`config.mk`:
```
export PLATFORM = sky130hd
export DESIGN_NAME = sha256_padder
export DESIGN_NICKNAME = d
export VERILOG_FILES = /design/src/rtl/sha256_pkg.sv /design/src/rtl/sha256_padder.sv
export SDC_FILE = /design/constraint.sdc
export NUM_CORES = 1
export LEC_CHECK = 0
export BUFFER_PORTS_ARGS = -buffer_cell sky130_fd_sc_hd__buf_2
export CAP_MARGIN = 0
export CORE_MARGIN = 5
export CORE_UTILIZATION = 35
export CTS_CLUSTER_SIZE = 12
export DETAILED_ROUTE_END_ITERATION = 16
export PLACE_DENSITY_LB_ADDON = 0.05
export SYNTH_ARGS = -nofsm -noshare
export SYNTH_HDL_FRONTEND = slang
export SYNTH_SLANG_ARGS = --single-unit
```
`constraint.sdc`:
```
create_clock -name clk -period 3.6 [get_ports clk]
set_input_delay 0.18 -clock clk [delete_from_list [all_inputs] [get_ports clk]]
set_output_delay 0.18 -clock clk [all_outputs]
set_load 0.02 [all_outputs]
```
`src/rtl/sha256_pkg.sv`:
```
// Shared SHA-256 definitions: block/length widths, the initial hash value
// and the padder state encoding.
package sha256_pkg;

  localparam int BLOCK_W     = 512;
  localparam int LEN_W       = 64;
  localparam int BLOCK_BYTES = BLOCK_W / 8;
  localparam int LEN_BYTES   = LEN_W / 8;

  // Last byte position that still leaves room for the 64-bit length field.
  localparam int LAST_MARKER_POS = BLOCK_BYTES - LEN_BYTES - 1;

  localparam logic [255:0] H0 = {
    32'h6a09e667, 32'hbb67ae85, 32'h3c6ef372, 32'ha54ff53a,
    32'h510e527f, 32'h9b05688c, 32'h1f83d9ab, 32'h5be0cd19
  };

  typedef enum logic [1:0] {
    S_DATA = 2'd0,
    S_PAD  = 2'd1,
    S_OUT  = 2'd2
  } padder_state_e;

endpackage

```
`src/rtl/sha256_padder.sv`:
```
// Byte-stream to 512-bit block padder for SHA-256: appends the 0x80 marker,
// zero fill and the 64-bit big-endian bit length, emitting one block at a time.
module sha256_padder
  import sha256_pkg::*;
#(
  parameter int CNT_W = 61
) (
  input  logic               clk,
  input  logic               reset,
  input  logic               in_valid,
  output logic               in_ready,
  input  logic [7:0]         in_data,
  input  logic               in_last,
  output logic               blk_valid,
  input  logic               blk_ready,
  output logic [BLOCK_W-1:0] blk_data,
  output logic               blk_first,
  output logic               blk_last
);

  padder_state_e      state_reg, state_next;
  logic [5:0]         ptr_reg, ptr_next;
  logic [CNT_W-1:0]   cnt_reg, cnt_next;
  logic               pad_pending_reg, pad_pending_next;
  logic               marker_reg, marker_next;
  logic               final_reg, final_next;
  logic               len_pending_reg, len_pending_next;
  logic               first_pending_reg, first_pending_next;
  logic [BLOCK_W-1:0] blk_reg, blk_next;

  logic               accept;
  logic               place_len;
  logic [LEN_W-1:0]   bit_len;

  assign accept    = (state_reg == S_DATA) && in_valid;
  assign place_len = marker_reg || (ptr_reg <= 6'(LAST_MARKER_POS));
  assign bit_len   = LEN_W'({cnt_reg, 3'b000});

  // Per-byte datapath: load incoming byte at ptr, or apply marker/zero/length in S_PAD.
  for (genvar gi = 0; gi < BLOCK_BYTES; gi++) begin : g_byte
    localparam int HI = BLOCK_W - 1 - 8 * gi;
    logic [7:0] pad_byte;
    logic [7:0] pad_final;

    assign pad_byte = (marker_reg || (6'(gi) > ptr_reg)) ? 8'h00 :
                      (6'(gi) == ptr_reg)                ? 8'h80 :
                                                           blk_reg[HI -: 8];

    if (gi >= BLOCK_BYTES - LEN_BYTES) begin : g_len
      assign pad_final = place_len ? bit_len[HI -: 8] : pad_byte;
    end else begin : g_nolen
      assign pad_final = pad_byte;
    end

    assign blk_next[HI -: 8] = (accept && (ptr_reg == 6'(gi))) ? in_data   :
                               (state_reg == S_PAD)            ? pad_final :
                                                                 blk_reg[HI -: 8];
  end

  always_comb begin
    state_next         = state_reg;
    ptr_next           = ptr_reg;
    cnt_next           = cnt_reg;
    pad_pending_next   = pad_pending_reg;
    marker_next        = marker_reg;
    final_next         = final_reg;
    len_pending_next   = len_pending_reg;
    first_pending_next = first_pending_reg;

    unique case (state_reg)
      S_DATA: begin
        if (in_valid) begin
          ptr_next = ptr_reg + 6'd1;
          cnt_next = cnt_reg + CNT_W'(1);
          if (in_last) begin
            pad_pending_next = 1'b1;
          end
          // A full block goes out first; padding (if pending) follows in a fresh block.
          if (ptr_reg == 6'd63) begin
            state_next       = S_OUT;
            final_next       = 1'b0;
            len_pending_next = 1'b0;
          end else if (in_last) begin
            state_next = S_PAD;
          end
        end
      end

      S_PAD: begin
        marker_next      = 1'b1;
        final_next       = place_len;
        len_pending_next = !place_len;
        state_next       = S_OUT;
      end

      S_OUT: begin
        if (blk_ready) begin
          first_pending_next = final_reg;
          if (final_reg) begin
            state_next       = S_DATA;
            ptr_next         = 6'd0;
            cnt_next         = '0;
            pad_pending_next = 1'b0;
            marker_next      = 1'b0;
            final_next       = 1'b0;
          end else if (len_pending_reg) begin
            state_next       = S_PAD;
            len_pending_next = 1'b0;
          end else if (pad_pending_reg) begin
            state_next = S_PAD;
          end else begin
            state_next = S_DATA;
            ptr_next   = 6'd0;
          end
        end
      end

      default: begin
        state_next = S_DATA;
      end
    endcase
  end

  always_ff @(posedge clk) begin
    if (reset) begin
      state_reg         <= S_DATA;
      ptr_reg           <= 6'd0;
      cnt_reg           <= '0;
      pad_pending_reg   <= 1'b0;
      marker_reg        <= 1'b0;
      final_reg         <= 1'b0;
      len_pending_reg   <= 1'b0;
      first_pending_reg <= 1'b1;
      blk_reg           <= '0;
    end else begin
      state_reg         <= state_next;
      ptr_reg           <= ptr_next;
      cnt_reg           <= cnt_next;
      pad_pending_reg   <= pad_pending_next;
      marker_reg        <= marker_next;
      final_reg         <= final_next;
      len_pending_reg   <= len_pending_next;
      first_pending_reg <= first_pending_next;
      blk_reg           <= blk_next;
    end
  end

  assign in_ready  = (state_reg == S_DATA);
  assign blk_valid = (state_reg == S_OUT);
  assign blk_first = blk_valid && first_pending_reg;
  assign blk_last  = blk_valid && final_reg;
  assign blk_data  = blk_reg;

endmodule

```
==> impl_metrics.csv <==
group,metric,value,unit
run_status,run_status,"finished clean",
worst_setup_path,required,4080,ps
clock_tree,worst_skew_pair.late_latency,620,ps
worst_setup_path,setup.worst_path.start_class,"flop",
floorplanning,fp.dieW,271,microns
finish,antenna-diode-count,0,
power_and_ir_drop,total_internal_power,11.3,mW
drt,dr_total_vias,23700,
power_and_ir_drop,power_switching_share,25.8,%
synthesis,post_synthesis_cell_count,2787,
sta,slew_viol_final,0,
drt,vias_per_cell,5.70,
synthesis,ys_seq_area_share,49.2,%
clock_tree,post_cts_hold_buffer_count,3,
run,max_cap_viol_count,0,
worst_setup_path,critical_path.top_delay_family,"simple AND/OR/NAND/NOR gates",
drt,drt.antenna.violating_nets,0,
drt,drt_wl_total,103000,microns
worst_setup_path,crit_path_cell_trace,"nand2b_1 -> nor3_2 -> o22ai_1 -> a22oi_1 -> nor2_1",
clock_tree,cts_setup_buffers,0,
drt,drt-initial-drc-count,2443,
synthesis,mappedNetlistNets,2805,
sta,final_period_minus_worst_setup_slack,3070,ps
power_and_ir_drop,powerDensity,509,nW/um^2
worst_setup_path,worstPathBufferInverterCount,0,
sta,final_worst_slack,526,ps
sta,timing.final.crit_share,85.4,%
floorplanning,design.die.area,73400,sq um
min_path,hold_path_class,"in -> reg",
synthesis,asyncSetResetFlopFracSynth,0,%
clock_tree,cts_tree,"done",
power_and_ir_drop,design_power_total,15.2,mW
global_route,global_route_wire_length_before_repair,152000,microns
worst_setup_path,worst-path-max-fanout,46,
drt,routed_wirelength_normalized_by_instance_count,24.7,microns
global_route,grt_antenna_before_repair,1,
power_and_ir_drop,combinationalPowerShare,7.9,%
floorplanning,floorplan.core_area,67400,sq um
power_and_ir_drop,power.ir.vdd_worst,0.289,mV
drt,drcViolationCount,0,
global_route,grt_pass1_vias,22700,
finish,final_util,44.4,%
sta,timing_worst_slew_pin_value,1120,ps
synthesis,synth_edf_count,0,
synthesis,synth_cell_type_count,71,
floorplanning,chipHeight,271,microns
placement,postPlaceCellArea,27500,sq um
placement,io_buffer_count,528,
synthesis,yosysWarnings,0,
drt,detail_route.first_pass.iterations,6,
finish,final_cells,4164,
clock_tree,clock_edge_transition_at_the_registers_on_the_reported_setup_and_hold_paths,70,ps
power_and_ir_drop,cellLeakagePower,12.0,nW
finish,final_cell_area,29900,sq um
finish,fillers,6740,
power_and_ir_drop,sw_power,3.92,mW
floorplanning,pin_count,529,
global_route,grt_start_max_net_pins,123,
placement,place_congestion,0.885,
worst_setup_path,worst_ep_arrival_time,3560,ps
sta,slew-limit-headroom,25.1,%
synthesis,synthesized_flop_and_latch_total,586,
sta,post_route_hold_slack,68.7,ps
sta,timing_hold_violations_final,0,
sta,achievable-frequency,325,MHz
clock_tree,number_of_clock_buffers_inserted_by_tritoncts,69,
worst_setup_path,cpMaxStageDelayCell,"sky130_fd_sc_hd__dfxtp_2",
sta,rsz0062_at_grt,"no",
global_route,grt_overflow_total,0,
clock_tree,cts-root-buf,"sky130_fd_sc_hd__clkbuf_16",
clock_tree,cts_max_level,3,
synthesis,avgSynthCellArea,8.55,sq um
worst_setup_path,worst-setup-path-type,"reg -> reg",
finish,register_area,11700,sq um
floorplanning,initial_utilization,35.4,%
power_and_ir_drop,power.share.clock,48.5,%
sta,setup-tns-final,0,ps
worst_setup_path,critical_path.max_stage_delay,850,ps
placement,pre_cts_slack,602,ps
clock_tree,cts-resized-gates,0,
placement,place_hpwl,71400,microns
synthesis,ys.flop_type,"sky130_fd_sc_hd__dfxtp_1",
finish,finish.net_count,3255,
worst_setup_path,cp-end-kind,"flop",
placement,place.detailed.instances,4036,
power_and_ir_drop,power_frac_seq,43.6,%
clock_tree,cts_buffer_depth,3,
clock_tree,clock_sinks,586,
sta,report.final.setup_viol,0,
synthesis,synthesis.area,23800,sq um
sta,clock-skew-final,21.0,ps
global_route,grtUsageTotal,26.4,%
finish,layout-drive-gt1-share,24.0,%
floorplanning,row_count,95,
finish,multi_input_comb_area,11000,sq um
finish,largest_reg_flops,512,
finish,synth_to_final_area_change,25.7,%
[cells in the final DEF (no fill, tap or decap), drive strengths merged, types with 60 or more instances in the layout]
cell type | Yosys | final
a211oi | 74 | 74
a22oi | 348 | 348
buf | 26 | 632
nand2 | 149 | 149
nand3 | 81 | 81
clkbuf | 230 | 102
o21ai | 60 | 60
nor3 | 101 | 101
nor2 | 535 | 535
a21oi | 165 | 165
dfxtp | 586 | 586
[logic make-up after synthesis]
logic type                 Yosys count  synth area share [%]
AOI/OAI and AO/OA                  797                  23.1
xor gates and xnor gates            35                  1.29
adders and majority gates            5                 0.263
buffers and inverters              286                  4.59
DFF                                586                  49.2
muxes                               19                 0.824
and+or+nand+nor                   1059                  20.7
[layer usage]
layer	vias up	GRT usage, %	part of all wire (%)
li1	11000	-	-
met1	11600	35.2	43
met2	1041	41.9	45
met3	196	6.47	8.2
met4	2	9.33	3.7
met5	-	0	0.0097
[worst reg2reg max path: stages, from the launching register on]
cell                       delay [ps]
sky130_fd_sc_hd__dfxtp_2          850
sky130_fd_sc_hd__nand2b_1         560
sky130_fd_sc_hd__nor3_2           730
sky130_fd_sc_hd__o22ai_1          480
sky130_fd_sc_hd__a22oi_1          270
sky130_fd_sc_hd__nor2_1            50
[power groups by stage]
stage | Combinational (mW) | Sequential, mW | Clock, mW
6_report | 1.20 | 6.64 | 7.39
3_3_place_gp | 1.18 | 6.78 | 0
3_5_place_dp | 1.19 | 6.78 | 0
4_1_cts | 1.19 | 6.64 | 7.52
2_1_floorplan | 0.607 | 6.86 | 0
5_1_grt | 1.27 | 6.65 | 7.76
[path summary, 6_finish.rpt]
kind | to | slack, ps | depth (start not counted) | startpoint
setup / recovery | blk_data[336] | 530 | 5 | ptr_reg[4]
hold / removal | blk_data[130] | 70 | 3 | in_data[2]
setup reg to reg | blk_data[336] | 530 | 5 | ptr_reg[4]
hold reg to reg | blk_data[127] | 450 | 2 | blk_data[127]
[Yosys cell counts (17+ instances only)]
cell type                  number  area (sq um)
sky130_fd_sc_hd__nor4_1        23           144
sky130_fd_sc_hd__nor2b_1       27           169
sky130_fd_sc_hd__nor2_1       535          2010
sky130_fd_sc_hd__a22oi_1      348          2610
sky130_fd_sc_hd__nor3_1        84           420
sky130_fd_sc_hd__a21oi_1      165           826
sky130_fd_sc_hd__nand2_1      149           559
sky130_fd_sc_hd__a22o_1        28           245
sky130_fd_sc_hd__nand4_1       21           131
sky130_fd_sc_hd__or3_1         27           169
sky130_fd_sc_hd__o21ai_0       54           270
sky130_fd_sc_hd__clkbuf_1     230           863
sky130_fd_sc_hd__nand3_1       81           405
sky130_fd_sc_hd__xnor2_1       33           289
sky130_fd_sc_hd__dfxtp_1      586         11700
sky130_fd_sc_hd__a21o_1        23           173
sky130_fd_sc_hd__inv_1         27           101
sky130_fd_sc_hd__a211oi_1      74           556
sky130_fd_sc_hd__nor3_2        17           170
[final cells by class]
cell class	count	share of cell area [%]
Inverter	30	0.376
Multi-Input combinational cell	1915	36.9
Tap cell	873	3.65
Sequential cell	586	39.2
Clock buffer	102	6.89
Clock inverter	23	1.18
Timing Repair Buffer	635	11.8
(Power assumes the default switching activity.)
